===== src/rtl/toggle_pulse_sync.sv =====
// toggle_pulse_sync
// Destination half of a toggle pulse synchronizer: resynchronizes a toggle
// level and emits one single-cycle pulse per toggle edge.
// Build option: define TOGGLE_SYNC_CNT_EN to include the pulse counter;
// without it o_pulse_cnt is tied to 0.
module toggle_pulse_sync #(
    parameter int SYNC_STAGES = 2,
    parameter int CNT_W       = 8
) (
    input  logic             i_dst_clk,
    input  logic             rst,
    input  logic             i_src_data,
    output logic             o_dst_data,
    output logic             o_dst_level,
    output logic [CNT_W-1:0] o_pulse_cnt
);

    logic [1:0]             rst_sync_q;
    logic                   rst_int;
    logic [SYNC_STAGES-1:0] sync_q;
    logic                   sync_last;
    logic                   lvl_q;
    logic                   pulse_d;
    logic                   dst_data_q;

    // Reset assertion passes straight through; release is retimed to i_dst_clk.
    always_ff @(posedge i_dst_clk or posedge rst) begin
        if (rst) begin
            rst_sync_q <= 2'b11;
        end else begin
            rst_sync_q <= {rst_sync_q[0], 1'b0};
        end
    end

    assign rst_int = rst_sync_q[1];

    // Plain flop chain; only sync_q[0] may go metastable, so the chain
    // carries no logic between stages.
    always_ff @(posedge i_dst_clk or posedge rst_int) begin
        if (rst_int) begin
            sync_q <= '0;
        end else begin
            sync_q <= {sync_q[SYNC_STAGES-2:0], i_src_data};
        end
    end

    assign sync_last = sync_q[SYNC_STAGES-1];
    assign pulse_d   = sync_last ^ lvl_q;

    // Edge detect: both toggle directions produce one registered pulse.
    always_ff @(posedge i_dst_clk or posedge rst_int) begin
        if (rst_int) begin
            lvl_q      <= 1'b0;
            dst_data_q <= 1'b0;
        end else begin
            lvl_q      <= sync_last;
            dst_data_q <= pulse_d;
        end
    end

    assign o_dst_data  = dst_data_q;
    assign o_dst_level = sync_last;

`ifdef TOGGLE_SYNC_CNT_EN
    localparam logic [CNT_W-1:0] CNT_ONE = {{(CNT_W-1){1'b0}}, 1'b1};

    logic [CNT_W-1:0] cnt_q;
    logic [CNT_W-1:0] cnt_d;

    // Counts on the same edge the pulse register rises; wraps naturally.
    always_comb begin
        cnt_d = cnt_q;
        if (pulse_d) begin
            cnt_d = cnt_q + CNT_ONE;
        end
    end

    // Counter register shares the internal reset with the pulse path.
    always_ff @(posedge i_dst_clk or posedge rst_int) begin
        if (rst_int) begin
            cnt_q <= '0;
        end else begin
            cnt_q <= cnt_d;
        end
    end

    assign o_pulse_cnt = cnt_q;
`else
    assign o_pulse_cnt = '0;
`endif

endmodule


===== config.mk =====
export PLATFORM = sky130hd
export DESIGN_NAME = toggle_pulse_sync
export DESIGN_NICKNAME = d
export VERILOG_FILES = /design/src/rtl/toggle_pulse_sync.sv
export SDC_FILE = /design/constraint.sdc
export NUM_CORES = 1
export LEC_CHECK = 0
export ABC_AREA = 1
export CAP_MARGIN = 30
export CORE_AREA = 2 2 39 41
export DETAILED_ROUTE_END_ITERATION = 10
export DIE_AREA = 0 0 41 43
export GPL_TIMING_DRIVEN = 0
export SLEW_MARGIN = 25
export SYNTH_ARGS = -nofsm -noshare
export SYNTH_HDL_FRONTEND = slang
export SYNTH_SLANG_ARGS = --single-unit

===== constraint.sdc =====
create_clock -name i_dst_clk -period 0.8 [get_ports i_dst_clk]
set_input_delay 0.08 -clock i_dst_clk [delete_from_list [all_inputs] [get_ports i_dst_clk]]
set_output_delay 0.08 -clock i_dst_clk [all_outputs]
set_load 0.005 [all_outputs]

==> run metrics <==
first-pass GRT wire length=476 um; Final Cell Area=374 sq um; Post-synth ARST share=100%; worst vdd ir=669 uV; Clock Path Buffers=2; crit start category=flip-flop; Clock transition at path regs=50 ps; ant diodes=0; final setup violation count=2; unrepaired setup endpoints after global routing=yes; Setup WS post-layout=-49.4 ps; post-synthesis cell count=22; most instantiated library cell after synthesis=buf_4; CTS tree=yes; H-Tree Depth=1; Max-cap violations=0; pwr/cell area=approximately 1900 nW/um^2; largest net degree at the start of global routing=5; Post-Syn Area=243 sq um; global route total overflow=0; I/O pin count=13; Avg Inst Size Synth=11.0 sq um; initial antenna violation count=0; layout cell share with drive strength beyond 1=approximately 45%; DR WL/cell=5.36 um; cell leakage power=around 0.21 nW; Final Hold Viols=0; critical path arrival=slightly below 800 ps; Clock Skews=8.64 ps; initial DRC count=0; post-route ant nets=0; Fmax achieved=1.18 GHz; Final Max Tran Viols=0; WP buf/inv=1; Critical Path RT=720 ps; Area after DPL=~330 sq um; number of port buffers=4; vias in the first global route=approximately 130; crit path time final=around 850 ps; CP Cell Sequence=buf_2; FP Rows=14; Min Hold Slack=115 ps; largest cells by area after synthesis=dfrtp_1 (41%), buf_4 (25%), dfstp_2 (22%); cts bufs inserted=3; WS Path Type=reg -> out; DRT Wirelength=300 um; outcome=finished, violations left; Core Area=1380 sq um; Seq cells post-synth=6; area leader, netlist=dfrtp_1; post-layout net count=44; die height=43 um; Synth top cells by count=buf_4 (8), dfrtp_1 (4), inv_1 (4), nand2_1 (3), dfstp_2 (2); Root Driver=clkbuf_4; setup slack, reg-to-reg=-10 ps; Critical Path Sink Type=output port; number of synthesized flops with an enable pin=0; Skew-Pair Late Insertion Delay=roughly 250 ps; vias after detailed routing=155; Die X=approximately 41 um; post-synth top area share=41.2%; register area share after synthesis=62.9%; die area=1760 sq um; CP delay by family, top=flip-flops; failing checks=setup timing; synth warn=0; Distinct cells, synth=6; HP Class=reg -> async; CP max stage delay=390 ps; All-Layer GR Usage=4.96%; Area Overhead vs Synth=54.1%; drt pass-1 iters=1; DR DRC count=0; dominant synthesized flop cell=dfrtp_1; critical path fanouts, max=2; routability cong.=around 0.59; Vias/cell=~2.8; fin crit share=106%; slowest cell on the critical path=dfrtp_1; Initial Util=roughly 18%; clk sink count=6
==> power breakdown <==
part | internal [W] | switching, W
Clock | 0.000189 | 0.000110
Sequential | 0.000325 | 0.00000571
Combinational | 0.0000499 | 0.0000303
Total | 0.000564 | 0.000146
==> registers in the layout, indices dropped and copies added (netlist names) <==
signal / cells
lvl_q: 1
o_dst_data: 1
rst_sync_q: 2
sync_q: 2
==> path summary, 6_finish.rpt <==
check,to,depth (start not counted),from
setup / recovery,o_dst_level,1,sync_q[1]
hold / removal,sync_q[1],1,rst_sync_q[1]
setup reg to reg,o_dst_data,4,sync_q[1]
hold reg to reg,sync_q[1],1,rst_sync_q[1]
max in group asynchronous,sync_q[0],1,rst_sync_q[1]
min in group i_dst_clk,sync_q[0],1,i_src_data
==> per-stage QoR <==
stage / power [W] / setup slack, ps / cells / TNS (ps) / util (%)
5_1_grt: 0.000754 / -68.9 / 56 / -136 / 27.0
3_5_place_dp: 0.000408 / -164 / 50 / -234 / 24.1
2_1_floorplan: 0.000383 / 188 / 30 / 0 / -
4_1_cts: 0.000725 / -49.0 / 56 / -97.5 / 26.3
6_report: 0.000710 / -49.4 / 56 / -59.1 / 27.0
3_3_place_gp: 0.000407 / -165 / 50 / -245 / 24.1
==> area by class of cell <==
class / instances / area, sq um
sequential: 6 / 153
inverter: 4 / 15.0
clock buffer: 4 / 26.3
timing repair buffer: 6 / 52.6
buffer: 8 / 60.1
tap: 16 / 20.0
fill: 152 / 1010
multi-input combinational: 12 / 47.5
==> placed cells by master (no fill, tap or decap) <==
cell             Yosys  layout
conb_1               1       9
buf_4                8       8
inv_1                4       4
dfrtp_1              4       4
clkbuf_4             0       3
nand2_1              3       2
clkdlybuf4s50_1      0       2
buf_2                0       2
buf_6                0       2
dfstp_2              2       2
nand2_2              0       1
clkbuf_1             0       1
==> cell families after synthesis <==
| kind of cell | count (synthesis) | share of synthesized area, % |
|---|---|---|
| buffers and inverters | 12 | 30.9 |
| DFF | 6 | 62.9 |
| other | 1 | 1.54 |
| and+or+nand+nor | 3 | 4.64 |
==> per-layer routing <==
layer  part of all wire (%)  GRT usage (%)
met4                      0           8.00
met2                     53           5.94
met5                      0              0
met3                     11           3.14
met1                     35           3.97
==> what timing repair did <==
item                       in CTS  in global routing
setup endpoints to repair       2                  3
gates cloned                    0                  0
setup buffers                   2                  0
hold buffers                    0                  0
pin swaps                       1                  1
resized for setup               8                  3
(Power assumes the default switching activity.)
